`config.mk`:
```
export PLATFORM = sky130hd
export DESIGN_NAME = awg_cmd_ctrl_flat
export DESIGN_NICKNAME = d
export VERILOG_FILES = /design/src/rtl/awg_cmd_pkg.sv /design/src/rtl/awg_cmd_if.sv /design/src/rtl/awg_gap_timer.sv /design/src/rtl/awg_cmd_ctrl.sv /design/src/flat_wrapper.sv
export SDC_FILE = /design/constraint.sdc
export NUM_CORES = 1
export LEC_CHECK = 0
export CAP_MARGIN = 30
export CORE_MARGIN = 2
export CORE_UTILIZATION = 35
export DETAILED_ROUTE_END_ITERATION = 8
export HOLD_SLACK_MARGIN = 0.05
export PLACE_DENSITY_LB_ADDON = 0.25
export SLEW_MARGIN = 10
export SYNTH_ARGS = -nofsm -noshare
export SYNTH_HDL_FRONTEND = slang
export SYNTH_SLANG_ARGS = --single-unit
```
`constraint.sdc`:
```
create_clock -name CLK -period 4.25 [get_ports CLK]
set_clock_uncertainty 0.05 [all_clocks]
set_input_delay 0.6375 -clock CLK [delete_from_list [all_inputs] [get_ports CLK]]
set_output_delay 0.6375 -clock CLK [all_outputs]
set_load 0.03 [all_outputs]
```
`src/rtl/awg_cmd_pkg.sv`:
```
// Shared types and constants for the AWG UART command controller.
// Holds the FSM encoding, the default frame header, CMD field positions and the checksum function.
package awg_cmd_pkg;

  typedef enum logic [2:0] {
    ST_HDR  = 3'd0,
    ST_CMD  = 3'd1,
    ST_AMP  = 3'd2,
    ST_SUM  = 3'd3,
    ST_PEND = 3'd4
  } awg_state_t;

  localparam logic [7:0] AWG_HEADER_DEFAULT = 8'hAA;

  // CMD fields are bit-reversed relative to the outputs they drive.
  localparam int CMD_WT1_BIT = 0;
  localparam int CMD_WT0_BIT = 1;
  localparam int CMD_FS3_BIT = 2;
  localparam int CMD_FS2_BIT = 3;
  localparam int CMD_FS1_BIT = 4;
  localparam int CMD_FS0_BIT = 5;
  localparam int CMD_RSV_LO  = 6;
  localparam int CMD_RSV_HI  = 7;

  function automatic logic [7:0] awg_checksum(input logic [7:0] a,
                                              input logic [7:0] b,
                                              input logic [7:0] c);
    return a ^ b ^ c;
  endfunction

endpackage

```
`src/rtl/awg_cmd_if.sv`:
```
// Byte-receiver and settings bus between the command controller (master) and its environment (slave).
interface awg_cmd_if;

  // Settings handshake: Cfg_Valid rises with new settings and stays high, with the
  // settings frozen, until Cfg_Ack is sampled high; the transfer completes on that edge.
  logic       RX_Done_Sig;
  logic [7:0] RX_Data;
  logic       RX_En_Sig;
  logic       Cfg_Ack;
  logic       Cfg_Valid;
  logic [1:0] Wave_Type;
  logic [3:0] Freq_Set;
  logic [7:0] Amp_Code;
  logic       Frame_Err;
  logic [7:0] Err_Cnt;

  modport master (
    input  RX_Done_Sig, RX_Data, Cfg_Ack,
    output RX_En_Sig, Cfg_Valid, Wave_Type, Freq_Set, Amp_Code, Frame_Err, Err_Cnt
  );

  modport slave (
    output RX_Done_Sig, RX_Data, Cfg_Ack,
    input  RX_En_Sig, Cfg_Valid, Wave_Type, Freq_Set, Amp_Code, Frame_Err, Err_Cnt
  );

endinterface

```
`src/rtl/awg_gap_timer.sv`:
```
// Inter-byte gap timer: counts idle cycles while run is high and pulses expire
// on the cycle the count reaches TIMEOUT_CYCLES-1 without a clear.
module awg_gap_timer #(
  parameter int TIMEOUT_CYCLES = 500_000
) (
  input  logic clk,
  input  logic rst_n,
  input  logic clear,
  input  logic run,
  output logic expire
);

  localparam int CNT_W = $clog2(TIMEOUT_CYCLES);
  localparam logic [CNT_W-1:0] LAST = CNT_W'(TIMEOUT_CYCLES - 1);

  logic [CNT_W-1:0] cnt;

  // A byte in the expiry cycle wins: clear suppresses the pulse.
  assign expire = run && !clear && (cnt == LAST);

  always_ff @(posedge clk or negedge rst_n) begin
    if (!rst_n) begin
      cnt <= '0;
    end else if (clear || !run || expire) begin
      cnt <= '0;
    end else begin
      cnt <= cnt + CNT_W'(1);
    end
  end

endmodule

```
`src/rtl/awg_cmd_ctrl.sv`:
```
// Frame-level command controller: assembles HEADER/CMD/AMP/SUM frames, validates them and
// hands accepted settings to the waveform datapath, stalling the receiver until acked.
module awg_cmd_ctrl
  import awg_cmd_pkg::*;
#(
  parameter logic [7:0] HEADER         = AWG_HEADER_DEFAULT,
  parameter int         TIMEOUT_CYCLES = 500_000
) (
  input  logic       CLK,
  input  logic       RSTn,
  awg_cmd_if.master  bus,
  output awg_state_t state_dbg
);

  awg_state_t state, state_next;
  logic [7:0] cmd_sh, amp_sh;
  logic       cap_cmd, cap_amp, drop_shadow, load_cfg, err_event;
  logic       frame_ok, timer_run, timer_expire;

  logic       rx_en_q, cfg_valid_q, frame_err_q;
  logic [1:0] wave_q;
  logic [3:0] freq_q;
  logic [7:0] amp_q, err_cnt_q;

  assign timer_run = (state == ST_CMD) || (state == ST_AMP) || (state == ST_SUM);

  awg_gap_timer #(.TIMEOUT_CYCLES(TIMEOUT_CYCLES)) u_gap_timer (
    .clk    (CLK),
    .rst_n  (RSTn),
    .clear  (bus.RX_Done_Sig),
    .run    (timer_run),
    .expire (timer_expire)
  );

  assign frame_ok = (bus.RX_Data == awg_checksum(HEADER, cmd_sh, amp_sh)) &&
                    (cmd_sh[CMD_RSV_HI:CMD_RSV_LO] == 2'b00);

  always_ff @(posedge CLK or negedge RSTn) begin
    if (!RSTn) state <= ST_HDR;
    else       state <= state_next;
  end

  always_comb begin
    state_next  = state;
    cap_cmd     = 1'b0;
    cap_amp     = 1'b0;
    drop_shadow = 1'b0;
    load_cfg    = 1'b0;
    err_event   = 1'b0;
    case (state)
      ST_HDR: begin
        if (bus.RX_Done_Sig && (bus.RX_Data == HEADER)) state_next = ST_CMD;
      end
      ST_CMD: begin
        if (bus.RX_Done_Sig) begin
          cap_cmd    = 1'b1;
          state_next = ST_AMP;
        end else if (timer_expire) begin
          err_event   = 1'b1;
          drop_shadow = 1'b1;
          state_next  = ST_HDR;
        end
      end
      ST_AMP: begin
        if (bus.RX_Done_Sig) begin
          cap_amp    = 1'b1;
          state_next = ST_SUM;
        end else if (timer_expire) begin
          err_event   = 1'b1;
          drop_shadow = 1'b1;
          state_next  = ST_HDR;
        end
      end
      ST_SUM: begin
        // The SUM byte is always consumed as a checksum, even if it equals HEADER.
        if (bus.RX_Done_Sig) begin
          if (frame_ok) begin
            load_cfg   = 1'b1;
            state_next = ST_PEND;
          end else begin
            err_event  = 1'b1;
            state_next = ST_HDR;
          end
        end else if (timer_expire) begin
          err_event   = 1'b1;
          drop_shadow = 1'b1;
          state_next  = ST_HDR;
        end
      end
      ST_PEND: begin
        if (bus.Cfg_Ack) state_next = ST_HDR;
      end
      default: state_next = ST_HDR;
    endcase
  end

  always_ff @(posedge CLK or negedge RSTn) begin
    if (!RSTn) begin
      cmd_sh <= '0;
      amp_sh <= '0;
    end else if (drop_shadow) begin
      cmd_sh <= '0;
      amp_sh <= '0;
    end else begin
      if (cap_cmd) cmd_sh <= bus.RX_Data;
      if (cap_amp) amp_sh <= bus.RX_Data;
    end
  end

  always_ff @(posedge CLK or negedge RSTn) begin
    if (!RSTn) begin
      rx_en_q     <= 1'b0;
      cfg_valid_q <= 1'b0;
      frame_err_q <= 1'b0;
      err_cnt_q   <= '0;
      wave_q      <= '0;
      freq_q      <= '0;
      amp_q       <= '0;
    end else begin
      rx_en_q     <= (state_next != ST_PEND);
      frame_err_q <= err_event;
      if (err_event && (err_cnt_q != 8'hFF)) err_cnt_q <= err_cnt_q + 8'd1;
      if (load_cfg) begin
        wave_q      <= {cmd_sh[CMD_WT1_BIT], cmd_sh[CMD_WT0_BIT]};
        freq_q      <= {cmd_sh[CMD_FS3_BIT], cmd_sh[CMD_FS2_BIT],
                        cmd_sh[CMD_FS1_BIT], cmd_sh[CMD_FS0_BIT]};
        amp_q       <= amp_sh;
        cfg_valid_q <= 1'b1;
      end else if ((state == ST_PEND) && bus.Cfg_Ack) begin
        cfg_valid_q <= 1'b0;
      end
    end
  end

  assign bus.RX_En_Sig = rx_en_q;
  assign bus.Cfg_Valid = cfg_valid_q;
  assign bus.Frame_Err = frame_err_q;
  assign bus.Err_Cnt   = err_cnt_q;
  assign bus.Wave_Type = wave_q;
  assign bus.Freq_Set  = freq_q;
  assign bus.Amp_Code  = amp_q;
  assign state_dbg     = state;

endmodule

```
`src/flat_wrapper.sv`:
```
// flat-port wrapper written by rule: the top's interface ports become plain ports
module awg_cmd_ctrl_flat import awg_cmd_pkg::*;
#(
  parameter logic [7:0] HEADER         = AWG_HEADER_DEFAULT,
  parameter int         TIMEOUT_CYCLES = 500_000
)
  (CLK, RSTn, state_dbg, bus_RX_Done_Sig, bus_RX_Data, bus_Cfg_Ack, bus_RX_En_Sig, bus_Cfg_Valid, bus_Wave_Type, bus_Freq_Set, bus_Amp_Code, bus_Frame_Err, bus_Err_Cnt);
  awg_cmd_if bus_i ();
  input  logic CLK;
  input  logic RSTn;
  output awg_state_t state_dbg;
  input wire logic [$bits(bus_i.RX_Done_Sig)-1:0] bus_RX_Done_Sig;
  input wire logic [$bits(bus_i.RX_Data)-1:0] bus_RX_Data;
  input wire logic [$bits(bus_i.Cfg_Ack)-1:0] bus_Cfg_Ack;
  output wire logic [$bits(bus_i.RX_En_Sig)-1:0] bus_RX_En_Sig;
  output wire logic [$bits(bus_i.Cfg_Valid)-1:0] bus_Cfg_Valid;
  output wire logic [$bits(bus_i.Wave_Type)-1:0] bus_Wave_Type;
  output wire logic [$bits(bus_i.Freq_Set)-1:0] bus_Freq_Set;
  output wire logic [$bits(bus_i.Amp_Code)-1:0] bus_Amp_Code;
  output wire logic [$bits(bus_i.Frame_Err)-1:0] bus_Frame_Err;
  output wire logic [$bits(bus_i.Err_Cnt)-1:0] bus_Err_Cnt;
  assign bus_i.RX_Done_Sig = bus_RX_Done_Sig;
  assign bus_i.RX_Data = bus_RX_Data;
  assign bus_i.Cfg_Ack = bus_Cfg_Ack;
  assign bus_RX_En_Sig = bus_i.RX_En_Sig;
  assign bus_Cfg_Valid = bus_i.Cfg_Valid;
  assign bus_Wave_Type = bus_i.Wave_Type;
  assign bus_Freq_Set = bus_i.Freq_Set;
  assign bus_Amp_Code = bus_i.Amp_Code;
  assign bus_Frame_Err = bus_i.Frame_Err;
  assign bus_Err_Cnt = bus_i.Err_Cnt;
  awg_cmd_ctrl #(.HEADER(HEADER), .TIMEOUT_CYCLES(TIMEOUT_CYCLES)) u_core (.CLK(CLK), .RSTn(RSTn), .bus(bus_i), .state_dbg(state_dbg));
endmodule
```
---- Word-level counts from Yosys, hierarchy flattened ----
Cells that the tools add are included.
word-level totals
  flip-flop bits (word level) ............. 63
  bits of input ports ..................... 12
  output and inout port bits .............. 28
  logic and storage cells ................. 70
operators by class
  $add $sub $neg .......................... 2
  eq/ne operators ......................... 9
  mux-type cells .......................... 27
  bitwise gates (word level) .............. 2
  reductions and logical operators ........ 19
operator list
  operator                                              number
  2-to-1 mux 8 bit                                      4
  2-to-1 mux 3 bit                                      7
  adder 19 x 1 -> 19 bit (second input constant)        1
  equality test 19 bit (second input constant)          1
  2-to-1 mux 19 bit                                     1
  one-hot mux 3 bit (5 select lines)                    1
  2-to-1 mux 1 bit                                      13
  adder 8 x 1 -> 8 bit (second input constant)          1
  equality test 8 bit                                   1
  equality test 8 bit (second input constant)           1
  inequality test 8 bit (second input constant)         1
  XOR 8 bit                                             1
  equality test 3 x 2 -> 1 bit (second input constant)  2
  logical AND 1 bit                                     6
  nonzero test 2 bit                                    3
  logical OR 1 bit                                      4
  NOT 4 bit                                             1
  equality test 3 x 1 -> 1 bit (second input constant)  1
  equality test 3 bit (second input constant)           1
  logical NOT 3 bit                                     1
  inequality test 3 bit (second input constant)         1
  OR reduction 3 bit                                    1
  logical NOT 1 bit                                     2
  logical NOT 2 bit                                     1
  other kinds (2)                                       2

---- Logic depth before layout (Yosys ltp) ----
Gate-level depths: netlist of run 1.
  depth after elaboration ................. 9
  depth in mapped cells ................... 8
  gate-level depth less buffers ........... 7

---- Cells and area by module ----
Synthesis of run 1 repeated with hierarchy kept, for this count alone.
unflattened totals
  cells, all modules ...................... 252
  area total of the unflattened synthesis .. 2999.1 um^2
by module, submodules not included
  module         instances  cells an instance  area each (um^2)  sequential area each (um^2)
  awg_cmd_ctrl   1          151                2043.2            1101.1
  awg_gap_timer  1          101                955.9             475.5

---- Worst setup path before layout of run 1 ----
Ideal clock, no wire load.
  path kind ............................... input to register
  start point ............................. input port bus_RX_Data[0]
  end point ............................... register u_core.amp_q[0] (netlist: u_core.bus.Amp_Code[0])
  arrival ................................. 2.476 ns
  data required time ...................... 4.075 ns
  setup slack ............................. 1.598 ns
  stages .................................. 7
  buffers on the path ..................... 2
  path through ............................ xor3_1 or4_4 nor4_4 and3_1 buf_6 buf_12 mux2_4
between the ends
  longest elaborated chain between the ends .. 5
ends and longest elaborated chain
  item                  line                 RTL
  start, declared       flat_wrapper.sv:13   input wire logic [$bits(bus_i.RX_Data)-1:0] bus_RX_Data;
  equality test 8 bit   awg_cmd_ctrl.sv:35   assign frame_ok = (bus.RX_Data == awg_checksum(HEADER, cmd_sh, amp_sh)) &&
  logical AND 1 bit     awg_cmd_ctrl.sv:35
  2-to-1 mux 1 bit      awg_cmd_ctrl.sv:77   if (frame_ok) begin
  2-to-1 mux 1 bit      awg_cmd_ctrl.sv:76   if (bus.RX_Done_Sig) begin
  2-to-1 mux 1 bit      awg_cmd_ctrl.sv:50   case (state)
  end signal, assigned  awg_cmd_ctrl.sv:127  amp_q <= amp_sh;
  end, declared         awg_cmd_ctrl.sv:23   logic [7:0] amp_q, err_cnt_q;
Every way passes these cells.
A chain may end at the register's enable or synchronous reset.

---- Worst setup path after layout of run 1 ----
  start point ............................. input port bus_RX_Data[0]
  end point ............................... register u_core.wave_q[1] (netlist: u_core.bus.Wave_Type[1])
between the ends
  longest elaborated chain between the ends .. 5
ends and longest elaborated chain
  item                  line                 RTL
  equality test 8 bit   awg_cmd_ctrl.sv:35
  logical AND 1 bit     awg_cmd_ctrl.sv:35
  2-to-1 mux 1 bit      awg_cmd_ctrl.sv:77
  2-to-1 mux 1 bit      awg_cmd_ctrl.sv:76
  2-to-1 mux 1 bit      awg_cmd_ctrl.sv:50
  end signal, assigned  awg_cmd_ctrl.sv:124  wave_q <= {cmd_sh[CMD_WT1_BIT], cmd_sh[CMD_WT0_BIT]};
  end, declared         awg_cmd_ctrl.sv:21   logic [1:0] wave_q;
Every way passes these cells.

==> flow_summary_export.csv, run 1 <==
group,metric,value,unit
cts,insertion_delay,0.34,ns
die,core_area,8300,sq um
cts,cts.sinks,63,
placement,pre_cts_slack,0.629,ns
routing,dr.pass1.iters,4,
finish,syn_to_final_growth,23.8,%
cts,cts_max_path_buffers,2,
pwr,power_density,517,nW/um^2
cts,cts_hold_buf,0,
die,rows,33,
synthesis,netlist_area,3040,sq um
synthesis,synth_fp_nets,275,
global_routing,grt_pass1_vias,2116,
cts,clkSlewWorstSetupHoldPaths,0.08,ns
sta,post-route-min-period,3.25,ns
worst_setup_path,worstSetupEndpointType,"flop",
cts,cts_tree,"done",
die,die_h,97.2,um
synthesis,synth-seq-area-share,51.9,%
worst_setup_path,crit_fanout,10,
synthesis,ys_ff_latch,63,
worst_setup_path,setup.worst_path.class,"in -> reg",
sta,post-route-period-util,76.6,%
routing,antenna_left,0,
sta,max_freq,0.307,GHz
die,die_area,9440,sq um
sta,maxSlewHeadroom,37.2,%
finish,insertedDiodeCount,0,
sta,timing.final.ws_setup,0.996,ns
global_routing,grt_usage,14.0,%
worst_setup_path,start_kind,"primary input",
cts,root_buffer,"clkbuf_8",
routing,vias,2017,
global_routing,overflow,0,
sta,tightest_slew,0.937,ns
synthesis,ys_types,39,
cts,htree_levels,3,
worst_hold_path,worst_hold_path_type,"in -> async",
global_routing,antenna_found_initial,0,
synthesis,synth_area_leaders,"dfrtp_1 52%, mux2i_1 5.3%, nor2_1 5.2%",
worst_setup_path,crit_required,4.42,ns
synthesis,synth.largest_area_cell,"dfrtp_1",
routing,drt_iter0_markers,80,
placement,place_congestion,0.769,
placement,port_buffers,39,
cts,cts_resized,0,
synthesis,yosysTopAreaCellShare,51.9,%
routing,wl_per_cell,14.4,um
sta,setup_violations,0,
cts,post_cts_buffers,0,
synthesis,ys.warnings.count,0,
synthesis,syn_inst,261,
routing,wirelength,6.03,mm
sta,maxSlewViolCount,0,
die,die_w,97.2,um
worst_setup_path,cp.arrival,3.42,ns
sta,hold_ws,0.135,ns
die,num_io_pins,40,
pwr,p_leak,1.63,nW
placement,place_inst,402,
pwr,power.total,1.94,mW
routing,via_per_inst,4.83,
finish,drive_above_1_share,13.1,%
pwr,ir_drop,204,uV
cts,numCtsBuffers,9,
global_routing,grt_max_degree,31,
sta,hold_viol,0,
die,start_util,36.6,%
sta,finalSetupTns,0,ns
routing,remaining_drc_errors,0,
run_status,status,"completed",
finish,fin_nets,322,
flow_run,drv_cap,0,
global_routing,grt_pass1_wl,10.7,mm
placement,dp_hpwl,4.32,mm
synthesis,synth_area_per_cell,11.6,sq um
sta,rsz0062_at_grt,"no",
finish,fin_cells,418,
-- Yosys cell counts, drive strengths merged --
cell     number
nor4b         1
buf           2
or4           1
and3          8
and4          1
inv           5
nor3          4
nor2b         4
o21ai         3
o31ai         1
mux2         15
o21bai        1
clkbuf        6
or3           2
nor4bb        2
and4b         1
xor2         12
a31oi         3
a21oi         5
xnor2        16
nor4          3
mux2i        16
xor3          2
o2bb2ai       1
nor2         42
nand4         4
and2          1
o31a          1
xnor3         3
dfrtp        63
nand3        15
a41oi         1
nand3b        2
nand2        12
ha            2
-- cells in the final DEF, fill, tap and decap left out, drive strengths merged, types with 6 or more instances in the layout --
| master | netlist | layout |
|---|---|---|
| nand3 | 15 | 15 |
| clkdlybuf4s50 | 0 | 38 |
| xor2 | 12 | 12 |
| buf | 2 | 6 |
| mux2 | 15 | 15 |
| nor2 | 42 | 42 |
| mux2i | 16 | 16 |
| dfrtp | 63 | 63 |
| clkbuf | 6 | 13 |
| and3 | 8 | 8 |
| xnor2 | 16 | 16 |
| nand2 | 12 | 12 |
-- sequential cells by signal (all words and copies together) (netlist names) --
| name | flops |
|---|---|
| u_core.amp_sh | 8 |
| u_core.bus.Amp_Code | 8 |
| u_core.bus.Cfg_Valid | 1 |
| u_core.bus.Err_Cnt | 8 |
| u_core.bus.Frame_Err | 1 |
| u_core.bus.Freq_Set | 4 |
| u_core.bus.RX_En_Sig | 1 |
| u_core.bus.Wave_Type | 2 |
| u_core.cmd_sh | 8 |
| u_core.state_dbg | 3 |
| u_core.u_gap_timer.cnt | 19 |
-- path summary, 6_finish.rpt --
check                                          start                   endpoint  slack [ns]  depth (start not counted)
setup / recovery                      bus_RX_Data[0]    u_core.bus.Wave_Type[1]         1.0                          7
hold / removal                                  RSTn     u_core.bus.Freq_Set[0]        0.13                          1
setup reg to reg                    u_core.amp_sh[0]    u_core.bus.Wave_Type[1]        1.49                          6
hold reg to reg            u_core.u_gap_timer.cnt[0]  u_core.u_gap_timer.cnt[0]        0.42                          1
max in group asynchronous                       RSTn      u_core.bus.Err_Cnt[1]        3.18                          3
min in group CLK           u_core.u_gap_timer.cnt[0]  u_core.u_gap_timer.cnt[0]        0.42                          1
-- critical path, cell delays in order --
cell             delay [ns]
clkdlybuf4s50_1        0.53
xor3_1                 0.42
or4_4                  0.56
nor4_4                 0.21
and3_1                 0.41
buf_4                  0.29
mux2_2                 0.35
-- metrics by stage --
stage	util [%]	area, sq um
global route	45.3	3760
detailed placement	42.8	3550
finish	45.3	3760
CTS	45.3	3760
global placement	42.5	3530
floorplan	-	3040
-- kinds of logic after synthesis --
group                    count (synthesis)  share of synthesized area, %
flip-flops                              63                          51.9
AO/OA/AOI/OAI                           16                          3.50
buffers and inverters                   13                          2.39
adder cells (fa/ha/maj)                  2                         0.824
AND/OR/NAND/NOR                        103                          17.6
multiplexers                            31                          11.9
XOR/XNOR                                33                          11.9
-- cell type report --
class                           instances  area [sq um]
Clock inverter                          3          40.0
Sequential cell                        63          1580
Inverter                                5          18.8
Tap cell                              105           131
Clock buffer                           13           169
Timing Repair Buffer                   44           435
Fill cell                             782          4540
Multi-Input combinational cell        185          1390
-- power breakdown --
part	switching, mW	total [mW]	internal, mW
clock	0.222	0.540	0.317
combinational	0.274	0.557	0.283
sequential	0.132	0.846	0.713
total	0.629	1.94	1.31
-- per-layer routing --
layer  vias up  wire length [um]  GRT usage (%)
met5         -                 0              0
met4         0                59           4.88
met3         5               166           3.88
met2        21              2810           21.7
met1       995              2990           18.8
li1        996                 -              -
Power figures use the tool's default switching activity.
==> run 2, diff against run 1 <==
Clock period 4.25 ns to 3.16 ns, I/O delays scaled along.
==> run 2 against run 1 <==
Effect of this change:
- flip-flop and latch count is the same
- die area did not move
- critical path type unchanged
- critical endpoint is now u_core.bus.Freq_Set[0]
- largest power group unchanged
- non-clock buffer count increased by 7
==> flow_summary_export.csv, run 2 (same netlist as run 1, synthesis figures left out) <==
group,metric,value,unit
worst_setup_path,rr_endpoint,"u_core.bus.Freq_Set[0]",
worst_setup_path,rr_worst_depth,6,
routing,wirelength,6.28,mm
cts,cts.sinks,63,
worst_setup_path,cp.arrival,2.80,ns
sta,max_freq,0.381,GHz
placement,port_buffers,39,
worst_setup_path,timing.rr.start,"u_core.amp_sh[0]",
finish,fin_nets,329,
worst_setup_path,crit_fanout,7,
sta,post-route-min-period,2.62,ns
finish,largest_reg_flops,19,
cts,cts_tree,"done",
finish,layout_common_cells,"63 x dfrtp_1, 42 x nor2_1, 38 x clkdlybuf4s50_1, 16 x xnor2_1, 16 x mux2i_1",
cts,clkSlewWorstSetupHoldPaths,0.07,ns
routing,dr.pass1.iters,4,
cts,post_cts_buffers,0,
worst_setup_path,start_kind,"primary input",
sta,hold_ws,0.103,ns
worst_setup_path,setup.worst_path.class,"in -> reg",
die,die_area,9440,sq um
cts,cts_hold_buf,0,
sta,finalSetupTns,0,ns
die,start_util,36.6,%
cts,htree_levels,3,
worst_setup_path,regToRegSetupSlack,0.79,ns
flow_run,drv_cap,0,
sta,setup_violations,0,
sta,hold_viol,0,
sta,post-route-period-util,83.0,%
global_routing,grt_pass1_vias,2106,
cts,cts_resized,0,
pwr,p_int,1.82,mW
pwr,power_frac_comb,28.4,%
placement,pre_cts_slack,0.170,ns
placement,place_congestion,0.708,
global_routing,grt_max_degree,28,
die,rows,33,
routing,vias,2081,
cts,cts_max_path_buffers,2,
pwr,ir_drop,292,uV
global_routing,overflow,0,
routing,wl_per_cell,14.8,um
pwr,switching_power,0.875,mW
cts,insertion_delay,0.34,ns
sta,rsz0062_at_grt,"no",
worst_setup_path,worstSetupEndpointType,"flop",
die,core_area,8300,sq um
finish,syn_to_final_growth,25.8,%
cts,root_buffer,"clkbuf_8",
pwr,power_frac_seq,42.4,%
routing,drt_iter0_markers,68,
global_routing,grt_usage,14.4,%
sta,timing.final.ws_setup,0.537,ns
pwr,p_clk_share,29.2,%
routing,antenna_left,0,
die,die_h,97.2,um
finish,regMostFlops,"u_core.u_gap_timer.cnt",
sta,maxSlewViolCount,0,
pwr,power_density,706,nW/um^2
global_routing,grt_pass1_wl,10.8,mm
worst_hold_path,worst_hold_path_type,"in -> async",
worst_setup_path,crit_start,"bus_RX_Data[0]",
die,die_w,97.2,um
routing,remaining_drc_errors,0,
pwr,p_leak,1.67,nW
cts,numCtsBuffers,9,
finish,drive_above_1_share,15.3,%
finish,final_common_cell,"dfrtp_1",
finish,insertedDiodeCount,0,
routing,via_per_inst,4.90,
global_routing,antenna_found_initial,0,
sta,tightest_slew,0.756,ns
run_status,status,"completed",
worst_setup_path,crit_required,3.34,ns
pwr,p_sw_share,32.4,%
die,num_io_pins,40,
sta,maxSlewHeadroom,49.5,%
placement,dp_hpwl,4.42,mm
[run 2: worst max-delay path, stage by stage]
cell and delay [ns]:
clkdlybuf4s50_1 0.48, xor3_1 0.40, or4_4 0.56, nor4_4 0.15, and3_1 0.21, buf_4 0.19
mux2_2 0.34
[run 2: power by group through the flow]
stage | Combinational [mW] | Sequential [mW] | Clock [mW]
6_report | 0.766 | 1.14 | 0.787
5_1_grt | 0.843 | 1.17 | 0.843
4_1_cts | 0.779 | 1.14 | 0.811
3_5_place_dp | 0.776 | 1.16 | 0
3_3_place_gp | 0.758 | 1.16 | 0
2_1_floorplan | 0.516 | 1.16 | 0
[run 2: worst max-delay path by stage]
stage | end | slack, ns | depth (start not counted)
after floorplan | u_core.bus.Amp_Code[0] | 0.67 | 7
after CTS | u_core.bus.Freq_Set[0] | 0.54 | 7
after global placement | u_core.bus.Freq_Set[0] | 0.18 | 7
after global routing | u_core.bus.Wave_Type[1] | 0.44 | 7
after detailed placement | u_core.bus.Freq_Set[0] | 0.17 | 7
final | u_core.bus.Freq_Set[0] | 0.54 | 7
[run 2: final cells by class]
type / instances / area [sq um]
sequential: 63 / 1580
timing repair buffer: 51 / 479
clock inverter: 2 / 35.0
multi-input combinational: 185 / 1390
clock buffer: 14 / 193
inverter: 5 / 18.8
tap: 105 / 131
fill: 786 / 4480
[run 2: per-layer routing]
layer  routed length (um)  track usage (%)  vias up
met5                    0                0        -
met4                  133             5.85        0
met3                  219             3.96       14
met2                 2850             21.7       32
met1                 3080             19.5     1025
li1                     -                -     1010
[run 2: metrics by stage]
| step | instances | area [sq um] | power [mW] | utilization, % |
|---|---|---|---|---|
| floorplan | 261 | 3040 | 1.68 | - |
| global route | 425 | 3820 | 2.85 | 46.1 |
| global placement | 408 | 3580 | 1.91 | 43.2 |
| CTS | 425 | 3820 | 2.73 | 46.1 |
| finish | 425 | 3820 | 2.70 | 46.1 |
| detailed placement | 409 | 3590 | 1.93 | 43.3 |
==> run 3, diff against run 2 <==
Clock period 3.16 ns to 2.6 ns, I/O delays scaled along.
==> run 3 against run 2 <==
Effect of this change:
- critical path depth unchanged
- non-clock buffer count up 6
- worst hold slack better by 0.33 ns
- largest cell class unchanged
- die area unchanged
- cell count up 1.4%
- combinational power up 28%
- count of clock-buffer cells in the layout down 1
==> flow_summary_export.csv, run 3 (same netlist as run 1, synthesis figures left out) <==
group,metric,value,unit
worst_setup_path,path_buf_inv,2,
sta,rsz0062_at_grt,"no",
routing,dr.pass1.iters,4,
worst_setup_path,cpLargestDelayFamily,"simple AND/OR/NAND/NOR gates",
global_routing,grt_pass1_wl,10.9,mm
routing,drt_iter0_markers,122,
finish,largest_reg_flops,19,
pwr,ir_drop,358,uV
finish,fin_util,46.7,%
worst_hold_path,hold_depth,1,
cts,post_cts_buffers,0,
worst_setup_path,cpPeakStageDelay,0.56,ns
cts,htree_levels,3,
sta,setup_violations,0,
routing,wl_per_cell,14.7,um
finish,regMostFlops,"u_core.u_gap_timer.cnt",
die,num_io_pins,40,
cts,cts.sinks,63,
die,rows,33,
worst_setup_path,rr_worst_depth,6,
worst_setup_path,start_kind,"primary input",
global_routing,overflow,0,
worst_setup_path,worstSetupEndpointType,"flop",
cts,cts_max_path_buffers,2,
sta,finalSetupTns,0,ns
worst_setup_path,regToRegSetupSlack,0.23,ns
finish,syn_to_final_growth,27.5,%
worst_hold_path,worst_hold_path_type,"reg -> reg",
sta,post-route-min-period,2.53,ns
worst_setup_path,crit_slowest_cell,"or4_4",
global_routing,antenna_found_initial,0,
pwr,power_density,837,nW/um^2
sta,post-route-period-util,97.1,%
routing,wl_met1,3.11,mm
cts,clkSlewWorstSetupHoldPaths,0.06,ns
placement,placed_area,3640,sq um
die,die_area,9440,sq um
sta,maxSlewViolCount,0,
sta,max_freq,0.396,GHz
die,start_util,36.6,%
cts,root_buffer,"clkbuf_8",
sta,hold_ws,0.435,ns
routing,remaining_drc_errors,0,
routing,wirelength,6.35,mm
routing,highest_layer,"met4",
flow_run,drv_cap,0,
routing,vias,2083,
sta,tightest_slew,0.592,ns
cts,insertion_delay,0.34,ns
worst_setup_path,setup.worst_path.class,"in -> reg",
finish,fin_cells,431,
placement,port_buffers,39,
cts,cts_tree,"done",
worst_setup_path,cp_num_cells,7,
worst_setup_path,worstPathCellList,"clkdlybuf4s50_1, xor3_1, or4_4, nor4_4, and3_4, buf_6, mux2_2",
die,die_w,97.2,um
worst_setup_path,cp.arrival,2.70,ns
finish,final_common_cell,"dfrtp_1",
sta,maxSlewHeadroom,60.2,%
placement,place_inst,414,
worst_setup_path,crit_required,2.77,ns
run_status,status,"completed",
finish,fin_area,3870,sq um
worst_setup_path,crit_fanout,8,
global_routing,grt_pass1_vias,2152,
finish,drive_above_1_share,16.6,%
finish,layout_common_cells,"63 x dfrtp_1, 42 x nor2_1, 38 x clkdlybuf4s50_1, 16 x xnor2_1, 16 x mux2i_1",
routing,route.met2.wl,2.95,mm
sta,hold_viol,0,
routing,via_per_inst,4.83,
cts,numCtsBuffers,9,
routing,wl_met3,179,um
placement,place_congestion,0.767,
global_routing,grt_usage,14.4,%
pwr,p_leak,1.69,nW
die,core_area,8300,sq um
finish,insertedDiodeCount,0,
routing,antenna_left,0,
global_routing,grt_max_degree,64,
die,die_h,97.2,um
placement,dp_hpwl,4.36,mm
finish,n_fill_cell,775,
finish,fin_nets,335,
## run 3: cell types whose count changed in the layout (fill, tap and decap cells not counted), sizes merged
cell / before / now
buf: 13 / 18
clkbuf: 14 / 13
dlygate4sd3: 0 / 1
clkinv: 1 / 2
## run 3: what timing repair did
action	in CTS	in global routing
hold buffers	1	0
setup endpoints to repair	0	5
endpoints found under the hold margin	63	0
gates resized for setup	0	3
## run 3: final cells by class
type | count | area, sq um | area share [%]
inverters | 5 | 18.8 | 0.485
clock buffers | 13 | 169 | 4.36
flip-flops and latches | 63 | 1580 | 40.7
clock inverters | 3 | 40.0 | 1.03
multi-input cells | 185 | 1390 | 36.0
well taps | 105 | 131 | 3.39
repair buffers | 57 | 543 | 14.0
## run 3: metal layers
metal | vias to the layer above | global-route usage [%]
li1 | 1021 | -
met1 | 1019 | 19.9
met2 | 33 | 22.1
met3 | 10 | 2.59
met4 | 0 | 6.18
met5 | - | 0
## run 3: through the flow
step	worst slack (ns)	power (mW)
after floorplan	0.196	2.04
after global placement	-0.278	2.36
after detailed placement	-0.323	2.38
after CTS	0.0433	3.29
after global routing	0.00453	3.44
final	0.0747	3.24
## run 3: worst paths after layout
| path | endpoint | startpoint |
|---|---|---|
| max | u_core.bus.Freq_Set[3] | bus_RX_Data[0] |
| min | u_core.u_gap_timer.cnt[0] | u_core.u_gap_timer.cnt[0] |
| max reg2reg | u_core.bus.Freq_Set[3] | u_core.amp_sh[0] |
| min reg2reg | u_core.u_gap_timer.cnt[0] | u_core.u_gap_timer.cnt[0] |
| max in group asynchronous | u_core.bus.Frame_Err | RSTn |
| min in group asynchronous | u_core.bus.Amp_Code[3] | RSTn |
## run 3: power by group
part           total (mW)  internal [mW]  switching, mW
combinational       0.982          0.498          0.484
sequential           1.38           1.17          0.209
clock               0.882          0.518          0.364
total                3.24           2.18           1.06
